==> src/rtl/uart_rx.sv <==
// 8N1 UART receiver: 2-flop synchroniser, mid-bit sampling, valid/ack holding register with error pulses.
// Optional even parity (8E1) enabled by defining UART_RX_PARITY_EN.
module uart_rx #(
  parameter int CLOCK_FREQUENCY = 27000000,
  parameter int BAUD_RATE       = 115200,
  parameter int BAUD_DIVISOR    = CLOCK_FREQUENCY / BAUD_RATE,
  parameter int HALF_DIVISOR    = BAUD_DIVISOR / 2
) (
  input  logic       clk,
  input  logic       rst_n,
  input  logic       rx,
  output logic [7:0] data,
  output logic       valid,
  input  logic       ack,
  output logic       framing_error,
  output logic       parity_error,
  output logic       overrun,
  output logic       busy
);

  localparam int CW = (BAUD_DIVISOR > 2) ? $clog2(BAUD_DIVISOR) : 1;
  localparam logic [CW-1:0] FULL_LOAD = CW'(BAUD_DIVISOR - 1);
  localparam logic [CW-1:0] HALF_LOAD = CW'(HALF_DIVISOR - 1);

`ifdef UART_RX_PARITY_EN
  typedef enum logic [2:0] {IDLE, START, DATA, PARITY, STOP} state_t;
`else
  typedef enum logic [2:0] {IDLE, START, DATA, STOP} state_t;
`endif

  state_t         state;
  logic           rx_meta;
  logic           rx_s;
  logic           armed;
  logic [CW-1:0]  cnt;
  logic [2:0]     bit_idx;
  logic [7:0]     shreg;
  logic           par_bad;

  always_ff @(posedge clk or negedge rst_n) begin
    if (!rst_n) begin
      rx_meta <= 1'b1;
      rx_s    <= 1'b1;
    end else begin
      rx_meta <= rx;
      rx_s    <= rx_meta;
    end
  end

`ifdef UART_RX_PARITY_EN
  always_ff @(posedge clk or negedge rst_n) begin
    if (!rst_n) begin
      par_bad <= 1'b0;
    end else if (state == PARITY && cnt == '0) begin
      par_bad <= (rx_s != ^shreg);
    end else if (state == IDLE) begin
      par_bad <= 1'b0;
    end
  end
`else
  assign par_bad      = 1'b0;
  assign parity_error = 1'b0;
`endif

  always_ff @(posedge clk or negedge rst_n) begin
    if (!rst_n) begin
      state         <= IDLE;
      armed         <= 1'b0;
      cnt           <= '0;
      bit_idx       <= '0;
      shreg         <= '0;
      data          <= '0;
      valid         <= 1'b0;
      framing_error <= 1'b0;
      overrun       <= 1'b0;
      busy          <= 1'b0;
`ifdef UART_RX_PARITY_EN
      parity_error  <= 1'b0;
`endif
    end else begin
      framing_error <= 1'b0;
      overrun       <= 1'b0;
`ifdef UART_RX_PARITY_EN
      parity_error  <= 1'b0;
`endif
      // ack is applied first so a byte completing on the same edge still loads
      if (ack) valid <= 1'b0;

      case (state)
        IDLE: begin
          if (rx_s) begin
            armed <= 1'b1;
          end else if (armed) begin
            state <= START;
            cnt   <= HALF_LOAD;
            busy  <= 1'b1;
          end
        end

        START: begin
          if (cnt != '0) begin
            cnt <= cnt - CW'(1);
          end else if (!rx_s) begin
            state   <= DATA;
            cnt     <= FULL_LOAD;
            bit_idx <= '0;
          end else begin
            state <= IDLE;
            busy  <= 1'b0;
          end
        end

        DATA: begin
          if (cnt != '0) begin
            cnt <= cnt - CW'(1);
          end else begin
            shreg   <= {rx_s, shreg[7:1]};
            cnt     <= FULL_LOAD;
            bit_idx <= bit_idx + 3'd1;
            if (bit_idx == 3'd7) begin
`ifdef UART_RX_PARITY_EN
              state <= PARITY;
`else
              state <= STOP;
`endif
            end
          end
        end

`ifdef UART_RX_PARITY_EN
        PARITY: begin
          if (cnt != '0) begin
            cnt <= cnt - CW'(1);
          end else begin
            cnt   <= FULL_LOAD;
            state <= STOP;
          end
        end
`endif

        STOP: begin
          if (cnt != '0) begin
            cnt <= cnt - CW'(1);
          end else begin
            state <= IDLE;
            busy  <= 1'b0;
            // a low stop bit disarms IDLE so a held break cannot start a new frame
            if (!rx_s) begin
              framing_error <= 1'b1;
              armed         <= 1'b0;
            end
`ifdef UART_RX_PARITY_EN
            if (par_bad) parity_error <= 1'b1;
`endif
            if (rx_s && !par_bad) begin
              if (valid && !ack) begin
                overrun <= 1'b1;
              end else begin
                data  <= shreg;
                valid <= 1'b1;
              end
            end
          end
        end

        default: begin
          state <= IDLE;
          busy  <= 1'b0;
        end
      endcase
    end
  end

endmodule

==> config.mk <==
export PLATFORM = sky130hd
export DESIGN_NAME = uart_rx
export DESIGN_NICKNAME = d
export VERILOG_FILES = /design/src/rtl/uart_rx.sv
export SDC_FILE = /design/constraint.sdc
export NUM_CORES = 1
export LEC_CHECK = 0
export CAP_MARGIN = 25
export CORE_ASPECT_RATIO = 0.75
export CORE_MARGIN = 1
export CORE_UTILIZATION = 48
export CTS_CLUSTER_SIZE = 24
export DETAILED_ROUTE_END_ITERATION = 10
export PLACE_DENSITY = 0.65
export RECOVER_POWER = 25
export SLEW_MARGIN = 15
export SYNTH_ARGS = -nofsm -noshare
export SYNTH_HDL_FRONTEND = slang
export SYNTH_SLANG_ARGS = --single-unit
==> constraint.sdc <==
create_clock -name clk -period 4.4 [get_ports clk]
set_clock_uncertainty 0.15 [all_clocks]
set_input_delay 0.66 -clock clk [delete_from_list [all_inputs] [get_ports clk]]
set_output_delay 0.66 -clock clk [all_outputs]
set_load 0.1 [all_outputs]
==> implementation parameters <==
Parameter                              Value

Run status
  Result of the run ... finished with violations
  Violated checks ... capacitance limit, slew limit

Worst setup path
  Worst endpoint data arrival time ... 2560 ps
  Launch point of the worst reg-to-reg path ... cnt[0]$_DFFE_PN0P_
  Largest stage delay on the critical path ... 1360 ps
  Element type at the critical path end ... async pin
  CP max-delay cell ... sky130_fd_sc_hd__clkbuf_1
  Length in cells of the worst reg-to-reg path ... 7
  Terminus of the critical flop-to-flop path ... state[0]$_DFFE_PN0P_
  Required @ worst endpoint ... 4280 ps
  Family with the most delay on the worst path ... buffers and inverters
  Worst-path cell chain ... dlygate4sd3_1 -> clkbuf_1
  Setup Crit Path Kind ... in -> async
  Largest fanout on the critical path ... 36
  Startpoint type of the worst setup path ... primary input
  Setup slack of the worst register-to-register path ... ~2100 ps
  CP Buf/Inv Count ... 2

Synthesis
  Predominant post-synthesis flop cell ... sky130_fd_sc_hd__dfrtp_1
  Leading area contributor after synthesis ... sky130_fd_sc_hd__dfrtp_1
  Largest cells by area after synthesis ... sky130_fd_sc_hd__dfrtp_1 48%, sky130_fd_sc_hd__mux2_2 10%, sky130_fd_sc_hd__ha_1 6.4%
  Netlist area before placement ... ~1800 um2
  Nets in the synthesized netlist ... 162
  Dominant combinational cell family by area after synthesis ... compound AO/OA/AOI/OAI gates
  Average instance area after synthesis ... 11.8 um2
  Count of mapped cells out of synthesis ... 149
  Portion of netlist area occupied by mux cells ... between 10 and 15%
  Share of the synthesized area in the top cell type ... 48.3%
  Area fraction in and, or, nand and nor cells after synthesis ... a little over a tenth
  EDFF count, synth ... 0
  Post-Synth Adder-Cell Area ... 6.40%
  Share of the yosys chip area belonging to registers ... just over 50%
  Number of different library cells in the post-synthesis netlist ... 43
  Total of warnings raised by yosys ... 0
  Commonest cells in the synthesized netlist ... 34 x sky130_fd_sc_hd__dfrtp_1, 16 x sky130_fd_sc_hd__mux2_2, 11 x sky130_fd_sc_hd__a21oi_1
  Synth async-reset ratio ... 100%
  Leading cell type by number of instances after synthesis ... sky130_fd_sc_hd__dfrtp_1
  Register bit total from synthesis ... 36
  Post-synthesis compound-gate area fraction ... 17.1%
  XOR/XNOR Fraction of Synth Area ... 0%

STA
  Pins Over Slew Limit ... 37
  Period Utilization, post-route ... 61.0%
  Total negative slack ... 0 ps
  Slew at the pin with the worst max-slew slack ... 1910 ps
  Fin. Hold Viols ... 0
  Headroom to the max-slew limit ... -27.3%
  Minimum clock period after layout ... between 2000 and 3000 ps
  Upper clock frequency limit ... 0.373 GHz
  Worst hold slack ... 213 ps
  Setup-failing EPs final ... 0
  RSZ-0062 raised after global routing ... no

Die
  Placeable core region ... 3400 um2
  Horizontal extent of the die ... 71.9 um
  Height of the die ... 54.4 um
  Top-level port count ... 17
  Starting Density ... 51.8%
  Placement row count ... 18
  Die Outline Area ... about 4000 um2

Route
  Total routed wirelength ... ~3200 um
  DR vias ... 1217
  Average wire length per cell after detail routing ... approximately 15 um
  Number of search-and-repair iterations in the first detailed-routing pass ... 4
  Total DRC errors in the routed layout ... 0
  Iteration-0 DRC Markers ... 45
  Per-cell via count in the routed design ... approximately 5.6
  ANT nets after route ... 0

Cells and area
  Final antenna diode count ... 0
  Proportion of layout cells with a drive suffix above 1 ... 20.8%
  FILL cells ... 277
  Area growth from synthesis to final layout ... 17.1%
  Post-layout net count ... 180
  Final cell count without fillers ... 218

Power and ir drop
  Static leakage ... 0.914 nW
  Highest ir drop seen on vdd ... 0.309 mV
  Cell area power density ... 611 nW/um2

CTS
  Number of setup buffers added after CTS ... 0
  Worst-skew pair later-pin latency ... 290 ps
  Inserted Clock Buffers ... 5
  CTS tree ... done
  Cells resized by post-CTS repair ... 0
  Master cell of the clock root buffer ... sky130_fd_sc_hd__clkbuf_8
  Maximum level of the CTS H-tree ... 2
  Sinks on Clock Net ... 36
  Buffers from clock root to sink, at most ... 2
  Clk pin slew, worst setup/hold paths ... roughly 70 ps
  Cts-stage hold buffer count ... 0

Placed design
  Total half-perimeter wirelength after legalization and detailed placement ... 2290 um
  Dpl cells ... 210
  Global placement routability congestion ... 0.817
  Count of buffers from port buffering ... 15

Hold path
  Worst hold path cell count ... 0
  Endpoint of the worst hold path ... rx_s$_DFF_PN1_
  Hold Path Origin ... rx_meta$_DFF_PN1_
  Tightest Hold Check Type ... reg -> reg

Global routing
  Global route overflow ... 0
  Total track usage ... 18.2%
  Global-route wire length before repair ... 5300 um
  Antenna violations before repair ... 0
  Number of global-route vias before repair ... about 1100
  Pin count of the biggest net entering global routing ... 37

Job
  Max-cap viol count ... 1
==> how the worst max path moves through the flow <==
stage | from | end | slack, ps | cells past startpoint
6_report | rst_n | bit_idx[1]$_DFFE_PN0P_ | 1720 | 2
5_1_grt | rst_n | bit_idx[2]$_DFFE_PN0P_ | 1290 | 2
4_1_cts | valid$_DFF_PN0_ | valid | 1800 | 1
3_5_place_dp | valid$_DFF_PN0_ | valid | 2110 | 1
3_3_place_gp | valid$_DFF_PN0_ | valid | 2140 | 1
2_1_floorplan | state[0]$_DFFE_PN0P_ | busy$_DFFE_PN0P_ | 2330 | 6
==> cells by family (layout without fill, tap and decap cells) <==
| kind of cell | count (synthesis) | in the layout |
|---|---|---|
| flops | 36 | 36 |
| simple gates | 30 | 30 |
| buf+inv | 12 | 31 |
| mux | 17 | 17 |
| fa+ha+maj | 9 | 9 |
| other cells | 1 | 1 |
| compound gates | 44 | 44 |
==> metal layers <==
metal | wire [um] | global-route usage, % | part of all wire, % | up-vias
met5 | 0 | 0 | 0 | -
met4 | 37 | 5.88 | 1.2 | 0
met3 | 136 | 4.42 | 4.3 | 6
met2 | 1400 | 28.3 | 44 | 32
met1 | 1600 | 25.5 | 50 | 593
li1 | - | - | - | 586
==> layout by cell type, fill, tap and decap left out, types with 4 or more instances in the layout <==
master and count:
sky130_fd_sc_hd__mux2_2 16, sky130_fd_sc_hd__o21ai_0 5, sky130_fd_sc_hd__clkdlybuf4s50_1 13, sky130_fd_sc_hd__ha_1 9, sky130_fd_sc_hd__dfrtp_1 34, sky130_fd_sc_hd__nor2_1 8, sky130_fd_sc_hd__a21oi_1 11, sky130_fd_sc_hd__inv_1 7
sky130_fd_sc_hd__o21a_1 4, sky130_fd_sc_hd__clkbuf_8 5
==> registers in the layout, indices dropped and copies added (netlist names) <==
signal / cells
rx_meta: 1
overrun: 1
busy: 1
framing_error: 1
bit_idx: 3
cnt: 8
rx_s: 1
state: 2
shreg: 8
data: 8
valid: 1
armed: 1
==> area by class of cell <==
type | instances | area, um2 | area share [%]
flip-flops and latches | 36 | 903 | 43.8
inverters | 7 | 26.3 | 1.27
clock inverters | 3 | 42.5 | 2.06
multi-input cells | 101 | 805 | 39.0
clock buffers | 5 | 68.8 | 3.34
well taps | 50 | 62.6 | 3.03
repair buffers | 16 | 154 | 7.46
==> stage by stage <==
stage	power, mW	cell area, um2	worst slack (ps)	utilization, %
floorplan	0.861	1760	2330	-
global placement	0.956	1950	2140	57.5
detailed placement	0.978	1950	2110	57.5
CTS	1.27	2070	1800	60.7
global route	1.34	2060	1290	60.6
finish	1.26	2060	1720	60.6
==> report_power, final <==
part	switching (mW)	total (mW)	leakage [nW]	internal, mW
Clock	0.119	0.287	0.0541	0.168
Combinational	0.311	0.525	0.390	0.215
Sequential	0.0633	0.449	0.470	0.385
Power figures use the tool's default switching activity.
